--- src/rtl/lsu_pkg.sv ---
// Shared types for the load/store unit: access-size encoding, FSM states and lane helpers.
// The misaligned-access trap is enabled by defining LSU_MISALIGN_TRAP_EN.
package lsu_pkg;

    typedef enum logic [1:0] {
        SZ_BYTE = 2'b00,
        SZ_HALF = 2'b01,
        SZ_WORD = 2'b10,
        SZ_ILL  = 2'b11
    } lsu_size_e;

    typedef enum logic [1:0] {
        ST_IDLE  = 2'b00,
        ST_READ  = 2'b01,
        ST_WRITE = 2'b10,
        ST_RESP  = 2'b11
    } lsu_state_e;

    // Clears the low address bits a half or word access cannot use.
    function automatic logic [1:0] align_lane(input lsu_size_e size, input logic [1:0] lane);
        logic [1:0] res;
        case (size)
            SZ_HALF: res = {lane[1], 1'b0};
            SZ_WORD: res = 2'b00;
            default: res = lane;
        endcase
        return res;
    endfunction

    function automatic logic is_misaligned(input lsu_size_e size, input logic [1:0] lane);
        logic res;
        case (size)
            SZ_HALF: res = lane[0];
            SZ_WORD: res = |lane;
            default: res = 1'b0;
        endcase
        return res;
    endfunction

endpackage

--- src/rtl/lsu_lane_align.sv ---
// Combinational lane logic: extracts and extends load data, and merges store
// data into a previously read memory word.
module lsu_lane_align
    import lsu_pkg::*;
#(
    parameter int DATAW = 32
) (
    input  logic [DATAW-1:0] rd_word_i,
    input  logic [DATAW-1:0] st_data_i,
    input  logic [1:0]       lane_i,
    input  lsu_size_e        size_i,
    input  logic             signed_i,
    output logic [DATAW-1:0] ld_data_o,
    output logic [DATAW-1:0] st_word_o
);

    logic [4:0]       shift_s;
    logic [DATAW-1:0] shifted_s;
    logic [DATAW-1:0] mask_s;

    // Load extraction/extension and store lane merge from the selected lane.
    always_comb begin
        shift_s   = {lane_i, 3'b000};
        shifted_s = rd_word_i >> shift_s;
        ld_data_o = {DATAW{1'b0}};
        mask_s    = {DATAW{1'b0}};
        case (size_i)
            SZ_BYTE: begin
                ld_data_o = {{(DATAW-8){signed_i & shifted_s[7]}}, shifted_s[7:0]};
                mask_s    = {{(DATAW-8){1'b0}}, 8'hFF};
            end
            SZ_HALF: begin
                ld_data_o = {{(DATAW-16){signed_i & shifted_s[15]}}, shifted_s[15:0]};
                mask_s    = {{(DATAW-16){1'b0}}, 16'hFFFF};
            end
            SZ_WORD: begin
                ld_data_o = rd_word_i;
                mask_s    = {DATAW{1'b1}};
            end
            default: begin
                ld_data_o = {DATAW{1'b0}};
                mask_s    = {DATAW{1'b0}};
            end
        endcase
        st_word_o = (rd_word_i & ~(mask_s << shift_s)) | ((st_data_i & mask_s) << shift_s);
    end

endmodule

--- src/rtl/load_store_unit.sv ---
// Load/store unit: one outstanding request, read-modify-write for sub-word stores.
// Define LSU_MISALIGN_TRAP_EN to trap misaligned half/word accesses instead of aligning them.
module load_store_unit
    import lsu_pkg::*;
#(
    parameter int DATAW = 32,
    parameter int MEM   = 64
) (
    input  logic             clk,
    input  logic             reset,
    input  logic             req_valid,
    output logic             req_ready,
    input  logic             req_we,
    input  logic [1:0]       req_size,
    input  logic             req_signed,
    input  logic [DATAW-1:0] req_addr,
    input  logic [DATAW-1:0] req_wdata,
    output logic             resp_valid,
    input  logic             resp_ready,
    output logic [DATAW-1:0] resp_rdata,
    output logic             resp_err,
    output logic [DATAW-1:0] mem_address,
    output logic [DATAW-1:0] mem_writeData,
    output logic             mem_writeEn,
    input  logic [DATAW-1:0] mem_RD
);

    localparam logic [DATAW-1:0] MEM_LIMIT = DATAW'(MEM);

    lsu_state_e       state_q, state_d;
    logic             we_q, we_d;
    lsu_size_e        size_q, size_d;
    logic             signed_q, signed_d;
    logic [1:0]       lane_q, lane_d;
    logic [DATAW-1:0] wdata_q, wdata_d;
    logic [DATAW-1:0] mem_address_q, mem_address_d;
    logic [DATAW-1:0] mem_wdata_q, mem_wdata_d;
    logic             mem_we_q, mem_we_d;
    logic             resp_valid_q, resp_valid_d;
    logic [DATAW-1:0] resp_rdata_q, resp_rdata_d;
    logic             resp_err_q, resp_err_d;

    lsu_size_e        req_size_s;
    logic [DATAW-1:0] word_idx_s;
    logic [1:0]       req_lane_s;
    logic             misalign_s;
    logic             req_err_s;
    logic [DATAW-1:0] ld_data_s;
    logic [DATAW-1:0] st_word_s;

    assign req_size_s = lsu_size_e'(req_size);
    assign word_idx_s = {2'b00, req_addr[DATAW-1:2]};

`ifdef LSU_MISALIGN_TRAP_EN
    assign misalign_s = is_misaligned(req_size_s, req_addr[1:0]);
    assign req_lane_s = req_addr[1:0];
`else
    assign misalign_s = 1'b0;
    assign req_lane_s = align_lane(req_size_s, req_addr[1:0]);
`endif

    assign req_err_s = (req_size_s == SZ_ILL) || (word_idx_s >= MEM_LIMIT) || misalign_s;

    lsu_lane_align #(.DATAW(DATAW)) u_align (
        .rd_word_i (mem_RD),
        .st_data_i (wdata_q),
        .lane_i    (lane_q),
        .size_i    (size_q),
        .signed_i  (signed_q),
        .ld_data_o (ld_data_s),
        .st_word_o (st_word_s)
    );

    // Next-state and output-register logic of the request FSM.
    always_comb begin
        state_d       = state_q;
        we_d          = we_q;
        size_d        = size_q;
        signed_d      = signed_q;
        lane_d        = lane_q;
        wdata_d       = wdata_q;
        mem_address_d = mem_address_q;
        mem_wdata_d   = mem_wdata_q;
        mem_we_d      = 1'b0;
        resp_valid_d  = resp_valid_q;
        resp_rdata_d  = resp_rdata_q;
        resp_err_d    = resp_err_q;
        case (state_q)
            ST_IDLE: begin
                if (req_valid) begin
                    we_d     = req_we;
                    size_d   = req_size_s;
                    signed_d = req_signed;
                    lane_d   = req_lane_s;
                    wdata_d  = req_wdata;
                    if (req_err_s) begin
                        // Errors bypass memory entirely; mem_address keeps its old value.
                        state_d      = ST_RESP;
                        resp_valid_d = 1'b1;
                        resp_err_d   = 1'b1;
                        resp_rdata_d = {DATAW{1'b0}};
                    end else if (req_we && (req_size_s == SZ_WORD)) begin
                        state_d       = ST_WRITE;
                        mem_address_d = word_idx_s;
                        mem_we_d      = 1'b1;
                        mem_wdata_d   = req_wdata;
                    end else begin
                        state_d       = ST_READ;
                        mem_address_d = word_idx_s;
                    end
                end else begin
                    state_d = ST_IDLE;
                end
            end
            ST_READ: begin
                if (we_q) begin
                    state_d     = ST_WRITE;
                    mem_we_d    = 1'b1;
                    mem_wdata_d = st_word_s;
                end else begin
                    state_d      = ST_RESP;
                    resp_valid_d = 1'b1;
                    resp_err_d   = 1'b0;
                    resp_rdata_d = ld_data_s;
                end
            end
            ST_WRITE: begin
                state_d      = ST_RESP;
                resp_valid_d = 1'b1;
                resp_err_d   = 1'b0;
                resp_rdata_d = {DATAW{1'b0}};
            end
            ST_RESP: begin
                if (resp_ready) begin
                    state_d      = ST_IDLE;
                    resp_valid_d = 1'b0;
                end else begin
                    state_d = ST_RESP;
                end
            end
            default: begin
                state_d      = ST_IDLE;
                resp_valid_d = 1'b0;
            end
        endcase
    end

    // State and output registers; reset aborts any operation in flight.
    always_ff @(posedge clk or negedge reset) begin
        if (!reset) begin
            state_q       <= ST_IDLE;
            we_q          <= 1'b0;
            size_q        <= SZ_BYTE;
            signed_q      <= 1'b0;
            lane_q        <= 2'b00;
            wdata_q       <= {DATAW{1'b0}};
            mem_address_q <= {DATAW{1'b0}};
            mem_wdata_q   <= {DATAW{1'b0}};
            mem_we_q      <= 1'b0;
            resp_valid_q  <= 1'b0;
            resp_rdata_q  <= {DATAW{1'b0}};
            resp_err_q    <= 1'b0;
        end else begin
            state_q       <= state_d;
            we_q          <= we_d;
            size_q        <= size_d;
            signed_q      <= signed_d;
            lane_q        <= lane_d;
            wdata_q       <= wdata_d;
            mem_address_q <= mem_address_d;
            mem_wdata_q   <= mem_wdata_d;
            mem_we_q      <= mem_we_d;
            resp_valid_q  <= resp_valid_d;
            resp_rdata_q  <= resp_rdata_d;
            resp_err_q    <= resp_err_d;
        end
    end

    assign req_ready     = (state_q == ST_IDLE);
    assign resp_valid    = resp_valid_q;
    assign resp_rdata    = resp_rdata_q;
    assign resp_err      = resp_err_q;
    assign mem_address   = mem_address_q;
    assign mem_writeData = mem_wdata_q;
    assign mem_writeEn   = mem_we_q;

endmodule

--- config.mk ---
export PLATFORM = sky130hd
export DESIGN_NAME = load_store_unit
export DESIGN_NICKNAME = d
export VERILOG_FILES = /design/src/rtl/lsu_pkg.sv /design/src/rtl/lsu_lane_align.sv /design/src/rtl/load_store_unit.sv
export SDC_FILE = /design/constraint.sdc
export NUM_CORES = 1
export LEC_CHECK = 0
export ABC_AREA = 1
export CAP_MARGIN = 20
export CORE_MARGIN = 4
export CORE_UTILIZATION = 45
export DETAILED_ROUTE_END_ITERATION = 6
export PLACE_DENSITY_LB_ADDON = 0.05
export SYNTH_ARGS = -nofsm -noshare
export SYNTH_HDL_FRONTEND = slang
export SYNTH_HIERARCHICAL = 1
export SYNTH_SLANG_ARGS = --single-unit
--- constraint.sdc ---
create_clock -name clk -period 2.85 [get_ports clk]
set_clock_uncertainty 0.15 [all_clocks]
set_input_delay 0.285 -clock clk [delete_from_list [all_inputs] [get_ports clk]]
set_output_delay 0.285 -clock clk [all_outputs]
set_load 0.02 [all_outputs]
Word level (Yosys, flattened, before mapping):

Index checks and enable logic that the tools add are counted.
Widths: inputs -> output; s select.

* bits in registers: 137
* logic and storage cells: 79
* bits in read-only memories: 0
* memory bits (writable): 0
* memories kept: 0
* latch bits: 0

* bitwise gates (word level): 7
* equality and inequality tests: 15
* reductions and logical operators: 11
* multipliers: 0
* add/subtract/negate cells: 0
* mux-type cells: 30
* shift-type cells: 3
* order comparisons: 1
* div/mod/pow operators: 0

Operators by type and width (number)
* $pmux 32 s3: 3
* $mux 32: 7
* $and 32x32->32: 2
* $pmux 32 s2: 1
* $shl 32x5->32: 2
* $not 32->32: 1
* $or 32x32->32: 1
* $shr 32x5->16: 1
* $ge 30x7->1 const B: 1
* $eq 2x2->1 const B: 5
* $mux 1: 10
* $ne 2x2->1 const B: 5
* $mux 2: 4
* $pmux 2 s4: 1
* $reduce_and 4->1: 2
* $eq 2x1->1 const B: 3
* $reduce_and 5->1: 1
* $logic_not 2->1: 2
* $ne 2x1->1 const B: 2
* $pmux 1 s4: 1
* $pmux 2 s2: 1
* $pmux 1 s3: 1
* $reduce_and 3->1: 1
* $reduce_bool 3->1: 1
* other kinds (7): 8

Logic depth before layout (Yosys ltp):

Gate-level depths: netlist of the first run.

* depth after elaboration: 8
* mapped depth: 13
* gate-level depth less buffers: 12

Cells and area by module:

Netlist of the first run, hierarchy kept.

By module, submodules not included
* load_store_unit: instances 1, cells each 762, sequential area each 3428.3 um^2, area each 6194.7 um^2
* lsu_lane_align: instances 1, cells each 430, sequential area each 0.0 um^2, area each 2033.2 um^2

Worst setup path after synthesis of the first run:

Ideal clock, no wire load.

* path type: register -> register
* from: reg size_q[0]
* to: reg mem_wdata_q[16], in the netlist mem_writeData[16]
* period minus slack after synthesis: 2.024 ns
* stages on the path, launching flop included: 13
* data required time: 2.635 ns
* arrival: 1.809 ns
* path buffers: 1
* slack: 0.826 ns
* path through: dfrtp_1 > inv_1 > ha_1 > buf_2 > nand2_1 > clkinv_1 > nor2_1 > o21bai_4 > o21ai_0 > nand2_1 > o21ai_0 > nand3_1 > nand2_1

* word-level cells in the longest chain between the ends: 8

Ends and longest elaborated chain
* start, declared: RTL line load_store_unit.sv:32 `lsu_size_e size_q, size_d;`
* start signal, assigned: RTL line load_store_unit.sv:166 `size_q <= size_d;`
* $eq 2x2->1 (tied with other cells): RTL line lsu_lane_align.sv:27 `case (size_i)`
* $pmux 32 s3 *: RTL line lsu_lane_align.sv:27
* $shl 32x5->32: RTL line lsu_lane_align.sv:45 `st_word_o = (rd_word_i & ~(mask_s << shift_s)) | ((st_data_i & mask_s) << shift_s);`
* $not 32->32: RTL line lsu_lane_align.sv:45
* $and 32x32->32: RTL line lsu_lane_align.sv:45
* $or 32x32->32 *: RTL line lsu_lane_align.sv:45
* named net st_word_s[16]: RTL line load_store_unit.sv:49 `logic [DATAW-1:0] st_word_s;`
* $mux 32 *: RTL line load_store_unit.sv:116 `if (we_q) begin`
* $pmux 32 s2 *: RTL line load_store_unit.sv:88 `case (state_q)`
* end signal, assigned: RTL line load_store_unit.sv:158 `mem_wdata_q <= {DATAW{1'b0}};`
* end signal, assigned: RTL line load_store_unit.sv:171 `mem_wdata_q <= mem_wdata_d;`
* end, declared: RTL line load_store_unit.sv:37 `logic [DATAW-1:0] mem_wdata_q, mem_wdata_d;`

The timed path passes the listed nets; every way through them passes the cells marked *. The select of a mux whose other input is x is not followed.
A chain may end at the register's enable or synchronous reset.

Worst setup path in the final report of the first run:

* from: reg size_q[1]
* to: reg mem_wdata_q[15], in the netlist mem_writeData[15]

The elaborated chain is that of the path after synthesis.

==> flow_summary_export.csv, run 1 <==
group,metric,value,unit
critical_path,r2r_end,"mem_writeData[15]",
logic_synthesis,synth_common_cells,"nand2_1 (434), inv_1 (160), dfrtp_1 (137), o21ai_0 (114), nand3_1 (72)",
outcome,status,"completed",
worst_hold_path,holdPathEnd,"mem_address[4]",
place,dpl_worst_slack,0.420,ns
sta,rsz0062_at_grt,"false",
place,gp_congestion,0.974,
job,maxCapViolations,0,
grt,antenna_found_initial,0,
grt,gr-usage-all-layers,25.4,%
route,drt_wl_total,25800,um
grt,use_met2,38.7,%
sta,maxSlewHeadroom,56.1,%
clocking,path_clk_slew,0.07,ns
sta,setup-tns-final,0,ns
power_and_ir_drop,power_density,1050,nW/um^2
logic_synthesis,synth_seq_cells,137,
sta,worstMarginPinSlew,0.658,ns
route,ant_nets,0,
clocking,post_cts.repair.setup_buffers,0,
finish,area_delta_synth_final,32.2,%
sta,hold_viol_final,0,
critical_path,worstPathArrival,2.65,ns
logic_synthesis,yosysMostFrequentCell,"nand2_1",
sta,clock.fmax,404,MHz
logic_synthesis,async_flop_share,100,%
sta,finalCritPeriodShare,86.9,%
worst_hold_path,min_path_type,"primary input to flop",
critical_path,crit_path_start_kind,"flop",
sta,finalWorstSetupSlack,0.373,ns
logic_synthesis,synth.distinct_cells,32,
logic_synthesis,netlist_area,8230,um^2
logic_synthesis,synth_seq_area_share,41.7,%
logic_synthesis,synth_top_area_share,41.7,%
power_and_ir_drop,power,0.0114,W
finish,drive_above_1_share,5.97,%
worst_hold_path,min_from,"req_addr[6]",
logic_synthesis,yosysTopAreaCell,"dfrtp_1",
critical_path,worstRegToRegCells,9,
power_and_ir_drop,peakVddDrop,0.525,mV
place,port_buffers,201,
worst_hold_path,hold-path-cell-count,3,
grt,grt_max_degree,71,
die,start_util,45.8,%
grt,grt_pass1_vias,7764,
clocking,htree_levels,4,
clocking,clock_latency,0.42,ns
route,drt-wirelength-per-cell,16.1,um
die,dieArea,20500,um^2
route,vias,8252,
clocking,clk_path_buf_depth,2,
grt,use_met3,5.69,%
route,drc_errors,0,
route,via_per_inst,5.15,
critical_path,r2r_setup_slack,0.37,ns
logic_synthesis,synth_ff_type,"dfrtp_1",
logic_synthesis,syn_avg_cell_area,6.90,um^2
power_and_ir_drop,leakagePower,5.66,nW
sta,drv_slew,0,
sta,setup_violations,0,
finish,diodes,0,
die,ios,204,
route,firstDrtPassIters,5,
critical_path,crit_type,"flop to flop",
die,core_area,18000,um^2
die,die_h,143,um
logic_synthesis,ys_warn_count,6,
clocking,holdBufCountCts,1,
clocking,cts_made_buffers,17,
clocking,clk_root_buffer_cell,"clkbuf_16",
finish,fin_util,60.6,%
place,place_hpwl,18900,um
sta,fin_crit,2.48,ns
die,num_rows,49,
clocking,cts_resized,0,
logic_synthesis,synth_edf_count,0,
grt,gr-max-usage-layer,"met2",
die,die_x,143,um
clocking,cts_tree,"done",
finish,finalNetCount,1477,
route,initialDrtViolationCount,599,
grt,grt_first_pass_wirelength,41100,um
critical_path,r2r-start,"size_q[1]",
logic_synthesis,netlist_instances,1192,
grt,grt_util_met1,35.9,%
critical_path,cp-end-kind,"flop",
critical_path,required,3.02,ns
sta,timing.hold.ws,0.248,ns
grt,overflow,0,
clocking,clock_sinks,137,
critical_path,worst-path-max-fanout,10,
logic_synthesis,synth.area.top_cells,"dfrtp_1 (42%), nand2_1 (20%), inv_1 (7.3%)",
layer usage:
metal  wire (um)  part of all wire (%)
met5           0                     0
met4         518                   2.0
met3        2170                   8.4
met2       11700                    45
met1       11500                    44
power by group:
part	switching (W)	total, W	internal [W]	leakage, nW
Sequential	0.000562	0.00319	0.00263	1.67
Combinational	0.00386	0.00606	0.00219	3.71
Clock	0.000953	0.00219	0.00124	0.279
Total	0.00538	0.0114	0.00606	5.66
worst max-delay path, stage by stage, from the launching register on:
cell and delay, ns:
dfrtp_1 0.41, inv_1 0.08, ha_1 0.50, nand2_1 0.13
a21oi_1 0.52, o21ai_0 0.23, nand2_1 0.12, o21ai_0 0.08
nand3_1 0.11, nand2_1 0.06
sequential cells by signal (all words and copies together), names as in the netlist:
signal and count:
mem_writeData 32, resp_rdata 32, wdata_q 32, mem_address 30, lane_q 2, size_q 2
state_q 2, mem_writeEn 1, resp_err 1, resp_valid 1, signed_q 1, we_q 1
cell families (layout without fill, tap and decap cells):
| logic type | Yosys count | after routing | synth area share (%) |
|---|---|---|---|
| and+or+nand+nor | 612 | 612 | 31.4 |
| AOI/OAI and AO/OA | 187 | 187 | 12.0 |
| DFF | 137 | 137 | 41.7 |
| buffers and inverters | 242 | 422 | 12.9 |
| other | 1 | 2 | 0.0456 |
| adders and majority gates | 13 | 13 | 1.98 |
final cells by class:
| class | instances | area (um^2) |
|---|---|---|
| Clock buffer | 17 | 425 |
| Clock inverter | 15 | 159 |
| Fill cell | 1747 | 7090 |
| Inverter | 166 | 628 |
| Multi-Input combinational cell | 814 | 3750 |
| Sequential cell | 137 | 3430 |
| Tap cell | 229 | 287 |
| Timing Repair Buffer | 224 | 2200 |
worst max-delay path by stage:
stage / start / endpoint / slack, ns / cells past startpoint
6_report: size_q[1] / mem_writeData[15] / 0.37 / 9
4_1_cts: size_q[1] / mem_writeData[15] / 0.43 / 9
3_3_place_gp: req_size[0] / mem_writeData[17] / 0.44 / 9
3_5_place_dp: req_size[0] / mem_address[3] / 0.42 / 8
2_1_floorplan: size_q[0] / mem_writeData[16] / 0.83 / 12
5_1_grt: size_q[0] / mem_writeData[24] / 0.17 / 11
per-stage QoR:
| step | instance area [um^2] | instances |
|---|---|---|
| floorplan | 8230 | 1193 |
| global placement | 10300 | 1569 |
| detailed placement | 10300 | 1569 |
| CTS | 10900 | 1602 |
| global route | 10900 | 1602 |
| finish | 10900 | 1602 |
cells in the final DEF, fill, tap and decap left out, drive strengths merged:
cell	n
a21oi	57
buf	23
bufinv	1
clkbuf	17
clkdlybuf4s50	200
clkinv	4
clkinvlp	3
conb	2
dfrtp	137
dlygate4sd3	1
ha	13
inv	173
nand2	438
nand3	78
nand3b	1
nand4	34
nor2	57
nor3	1
o211ai	14
o21ai	115
o21bai	1
or2	3
No activity file was read; power rests on OpenSTA's default activity.
==> inputs of run 2 (changes only) <==
--- a/config.mk
+++ b/config.mk
@@ -9,6 +9,7 @@
 export CAP_MARGIN = 20
 export CORE_MARGIN = 4
 export CORE_UTILIZATION = 45
+export CTS_BUF_LIST = sky130_fd_sc_hd__clkbuf_2
 export DETAILED_ROUTE_END_ITERATION = 6
 export PLACE_DENSITY_LB_ADDON = 0.05
 export SYNTH_ARGS = -nofsm -noshare
==> constraint.sdc (replaced) <==
create_clock -name clk -period 2.85 [get_ports clk]
set_clock_uncertainty 0.15 [all_clocks]
set_input_delay 0.285 -clock clk [delete_from_list [all_inputs] [get_ports clk]]
set_output_delay 0.285 -clock clk [all_outputs]
set_load 0.05 [all_outputs]
==> run 2 against run 1 <==
Effect of this change: worst hold slack got worse by 0.19 ns; global-route usage up 0.47 points; setup slack worse by 0.17 ns; sequential share of layout area down 0.34 points; core utilization increased by 0.66 points; maximum frequency down 6.5%; routed wire length increased by 1.9%; power is 0.13% lower; largest cell class unchanged; largest power group unchanged.
==> flow_summary_export.csv, run 2 (synthesis results as in run 1) <==
group,metric,value,unit
outcome,status,"completed",
route,initialDrtViolationCount,577,
power_and_ir_drop,peakVddDrop,0.628,mV
grt,grt_max_degree,69,
grt,antenna_found_initial,1,
clocking,clock_latency,0.76,ns
die,die_x,143,um
route,via_per_inst,5.13,
critical_path,required,2.41,ns
critical_path,r2r_end,"mem_writeData[15]",
finish,final_common_cell,"nand2_1",
sta,hold_viol_final,0,
route,ant_nets,0,
clocking,clk_root_buffer_cell,"clkbuf_2",
critical_path,worst-path-max-fanout,5,
worst_hold_path,min_from,"req_size[0]",
clocking,cts_made_buffers,17,
worst_hold_path,min_path_type,"primary input to flop",
die,ios,204,
critical_path,worstRegToRegCells,9,
die,start_util,45.8,%
finish,area_delta_synth_final,33.7,%
route,drt_wl_total,26300,um
critical_path,crit_path_start_kind,"flop",
finish,finalNetCount,1521,
clocking,clk_path_buf_depth,2,
sta,rsz0062_at_grt,"false",
sta,maxSlewHeadroom,57.7,%
clocking,path_clk_slew,0.25,ns
clocking,clock_sinks,137,
place,place_hpwl,18900,um
sta,setup_violations,0,
sta,fin_crit,2.65,ns
sta,finalCritPeriodShare,92.9,%
sta,clock.fmax,378,MHz
finish,final_cell_mix,"nand2_1 (433), clkdlybuf4s50_1 (199), inv_1 (160)",
sta,setup-tns-final,0,ns
place,gp_congestion,0.974,
power_and_ir_drop,power_density,1040,nW/um^2
critical_path,r2r-start,"size_q[1]",
die,die_h,143,um
clocking,htree_levels,4,
finish,drive_above_1_share,5.86,%
die,dieArea,20500,um^2
sta,worstMarginPinSlew,0.635,ns
die,num_rows,49,
power_and_ir_drop,leakagePower,5.72,nW
sta,drv_slew,0,
grt,overflow,0,
critical_path,cp-startpoint,"state_q[0]",
job,maxCapViolations,0,
grt,grt_pass1_vias,7983,
route,vias,8445,
route,firstDrtPassIters,7,
critical_path,cp-end-kind,"primary output",
power_and_ir_drop,power,0.0114,W
finish,fillCellCount,1759,
clocking,post_cts.repair.setup_buffers,0,
route,drt-wirelength-per-cell,16.0,um
critical_path,r2r_setup_slack,0.36,ns
die,core_area,18000,um^2
place,port_buffers,201,
grt,grt_first_pass_wirelength,41900,um
grt,gr-usage-all-layers,25.8,%
critical_path,crit_end,"req_ready",
critical_path,worstPathArrival,2.21,ns
route,drc_errors,0,
critical_path,crit_type,"flop to primary output",
clocking,cts_tree,"done",
-- run 2: cell count changes in the layout (fill, tap and decap cells not counted) --
cell             change
dlygate4sd3_1       +43
clkbuf_16           -17
clkbuf_2            +17
buf_16               +1
clkdlybuf4s50_1      -1
diode_2              +1
dlygate4sd2_1        +1
-- run 2: how the worst min path moves through the flow --
stage                             endpoint  slack, ns  cells past startpoint
after floorplan                  lane_q[0]      -0.16                      0
after global placement    mem_writeData[5]       0.19                      1
after detailed placement  mem_writeData[5]       0.19                      1
after CTS                        size_q[0]       0.01                      3
after global routing             size_q[0]       0.07                      3
final                            size_q[0]       0.06                      3
-- run 2: layer usage --
layer	wire [um]	GRT usage, %	vias up	part of all wire (%)
met5	0	0	-	0
met4	569	7.23	0	2.2
met3	2250	6.23	50	8.6
met2	12000	40.0	352	46
met1	11500	36.4	3889	44
li1	-	-	4154	-
-- run 2: power breakdown --
part / switching (W) / leakage [nW] / internal [W]
combinational: 0.00482 / 3.91 / 0.00222
sequential: 0.000565 / 1.67 / 0.00262
clock: 0.000847 / 0.140 / 0.000354
total: 0.00623 / 5.72 / 0.00519
-- run 2: repair_timing --
| action | 4_1_cts | 5_1_grt |
|---|---|---|
| endpoints found under the setup margin | 1 | 0 |
| hold buffers | 45 | 0 |
| resized for setup | 1 | 0 |
| endpoints found under the hold margin | 185 | 0 |
-- run 2: metrics by stage --
stage | utilization, % | cell area (um^2) | setup slack (ns) | hold WS, ns | std cells
CTS | 61.2 | 11000 | 0.138 | 0.0134 | 1646
global placement | 57.2 | 10300 | 0.442 | 0.187 | 1569
global route | 61.2 | 11000 | 0.0650 | 0.0738 | 1647
floorplan | - | 8230 | 0.644 | -0.161 | 1193
finish | 61.2 | 11000 | 0.202 | 0.0625 | 1647
detailed placement | 57.2 | 10300 | 0.420 | 0.188 | 1569
-- run 2: critical path, stage by stage (launching register included) --
cell and delay, ns:
dfrtp_1 0.49, inv_1 0.10, ha_1 0.30, dlygate4sd2_1 0.57
-- run 2: area by class of cell --
type	count	area (um^2)	share of cell area (%)
diodes	1	2.50	0.0228
clock buffers	17	85.1	0.774
clock inverters	15	159	1.44
inverters	166	628	5.71
multi-input cells	814	3750	34.1
flip-flops and latches	137	3430	31.2
well taps	229	287	2.61
repair buffers	268	2660	24.2
==> inputs of run 3 (changes only) <==
--- a/config.mk
+++ b/config.mk
@@ -10,7 +10,9 @@
 export CORE_MARGIN = 4
 export CORE_UTILIZATION = 45
 export CTS_BUF_LIST = sky130_fd_sc_hd__clkbuf_2
+export CTS_CLUSTER_DIAMETER = 50
 export DETAILED_ROUTE_END_ITERATION = 6
+export GPL_ROUTABILITY_DRIVEN = 0
 export PLACE_DENSITY_LB_ADDON = 0.05
 export SYNTH_ARGS = -nofsm -noshare
 export SYNTH_HDL_FRONTEND = slang
==> run 3 against run 2 <==
Effect of this change: critical path type unchanged; largest cell class unchanged; setup slack worse by 0.0042 ns; register-to-register slack better by 0.02 ns; sequential power about the same.
==> flow_summary_export.csv, run 3 (synthesis results as in run 1) <==
group,metric,value,unit
critical_path,crit_end,"req_ready",
critical_path,r2r_end,"mem_writeData[8]",
sta,setup-tns-final,0,ns
finish,area_delta_synth_final,33.2,%
clocking,cts_tree,"done",
sta,setup_violations,0,
sta,rsz0062_at_grt,"false",
grt,grt_max_degree,76,
worst_hold_path,min_path_type,"primary input to flop",
place,dpl_worst_slack,0.413,ns
die,ios,204,
grt,gr-usage-all-layers,25.8,%
die,die_x,143,um
critical_path,crit_path_start_kind,"flop",
critical_path,cp-startpoint,"state_q[0]",
finish,final_common_cell,"nand2_1",
clocking,clock_latency,0.74,ns
power_and_ir_drop,power_density,1030,nW/um^2
clocking,post_cts.repair.setup_buffers,0,
sta,fin_crit,2.65,ns
clocking,htree_levels,4,
route,vias,8484,
route,firstDrtPassIters,6,
power_and_ir_drop,leakagePower,5.69,nW
critical_path,worst-path-max-fanout,5,
clocking,clock_sinks,137,
finish,drive_above_1_share,5.72,%
grt,overflow,0,
route,initialDrtViolationCount,698,
route,drt-wirelength-per-cell,15.9,um
die,start_util,45.8,%
power_and_ir_drop,peakVddDrop,0.795,mV
sta,timing.hold.ws,0.0951,ns
power_and_ir_drop,power,0.0113,W
die,dieArea,20500,um^2
place,place_hpwl,18700,um
clocking,clk_root_buffer_cell,"clkbuf_2",
sta,worstMarginPinSlew,0.629,ns
route,ant_nets,0,
sta,finalWorstSetupSlack,0.198,ns
grt,grt_pass1_vias,8168,
critical_path,worstPathArrival,2.22,ns
sta,maxSlewHeadroom,58.1,%
sta,hold_viol_final,0,
job,maxCapViolations,0,
finish,finalNetCount,1520,
grt,antenna_found_initial,1,
critical_path,crit_type,"flop to primary output",
critical_path,worstRegToRegCells,9,
critical_path,r2r-start,"size_q[1]",
grt,grt_first_pass_wirelength,41700,um
critical_path,required,2.41,ns
clocking,path_clk_slew,0.25,ns
clocking,cts_made_buffers,17,
place,place_inst,1567,
die,core_area,18000,um^2
critical_path,slowest_delay,0.58,ns
die,die_h,143,um
finish,final_cell_mix,"nand2_1 (433), clkdlybuf4s50_1 (199), inv_1 (160)",
critical_path,crit_chain,"inv_1, ha_1, dlygate4sd2_1",
critical_path,cpMaxStageDelayCell,"dlygate4sd2_1",
critical_path,cp-end-kind,"primary output",
place,port_buffers,201,
critical_path,r2r_setup_slack,0.38,ns
sta,finalCritPeriodShare,93.1,%
route,drt_wl_total,26300,um
outcome,status,"completed",
sta,clock.fmax,377,MHz
finish,final_cells,1646,
die,num_rows,49,
clocking,clk_path_buf_depth,2,
route,drc_errors,0,
route,via_per_inst,5.15,
sta,drv_slew,0,
==> run 3: cell count changes in the layout (fill, tap and decap cells not counted), sizes merged <==
cell / change
clkinvlp: +2
buf: -2
clkinv: -1
bufinv: -1
dlygate4sd3: +1
==> run 3: per-layer routing <==
metal | routed length, um | track usage, %
met5 | 0 | 0
met4 | 930 | 10.4
met3 | 2250 | 6.10
met2 | 11600 | 39.5
met1 | 11500 | 35.4
==> run 3: cell type report <==
| type | count | area (um^2) |
|---|---|---|
| flip-flops and latches | 137 | 3430 |
| diodes | 1 | 2.50 |
| well taps | 229 | 287 |
| clock buffers | 17 | 85.1 |
| fillers | 1758 | 7000 |
| inverters | 166 | 628 |
| multi-input cells | 814 | 3750 |
| repair buffers | 267 | 2650 |
| clock inverters | 15 | 130 |
==> run 3: power breakdown <==
part | total [W] | internal, W | leakage, nW | switching, W
combinational | 0.00702 | 0.00221 | 3.90 | 0.00481
clock | 0.00109 | 0.000257 | 0.119 | 0.000830
sequential | 0.00317 | 0.00262 | 1.67 | 0.000555
total | 0.0113 | 0.00508 | 5.69 | 0.00619
==> run 3: stage by stage <==
stage	utilization [%]	cell area (um^2)
2_1_floorplan	-	8230
3_3_place_gp	57.2	10300
3_5_place_dp	57.2	10300
4_1_cts	61.0	11000
5_1_grt	61.0	11000
6_report	61.0	11000
==> run 3: critical path: cells and delay by family (launching register included) <==
family,cells,cell delay [ns]
buffers and inverters,2,0.68
flip-flops,1,0.49
adder cells (fa/ha/maj),1,0.31
==> run 3: worst min-delay path by stage <==
stage	end	start	depth (start not counted)
after floorplan	lane_q[0]	reset	0
after global placement	mem_writeData[5]	reset	1
after detailed placement	mem_writeData[6]	reset	1
after CTS	size_q[0]	req_size[0]	3
after global routing	size_q[0]	req_size[0]	3
final	size_q[0]	req_size[0]	3
==> run 3: timing repair <==
item / CTS / global route
gates resized for setup: 1 / 0
hold buffers: 46 / 0
setup endpoints to repair: 1 / 0
endpoints found under the hold margin: 187 / 0
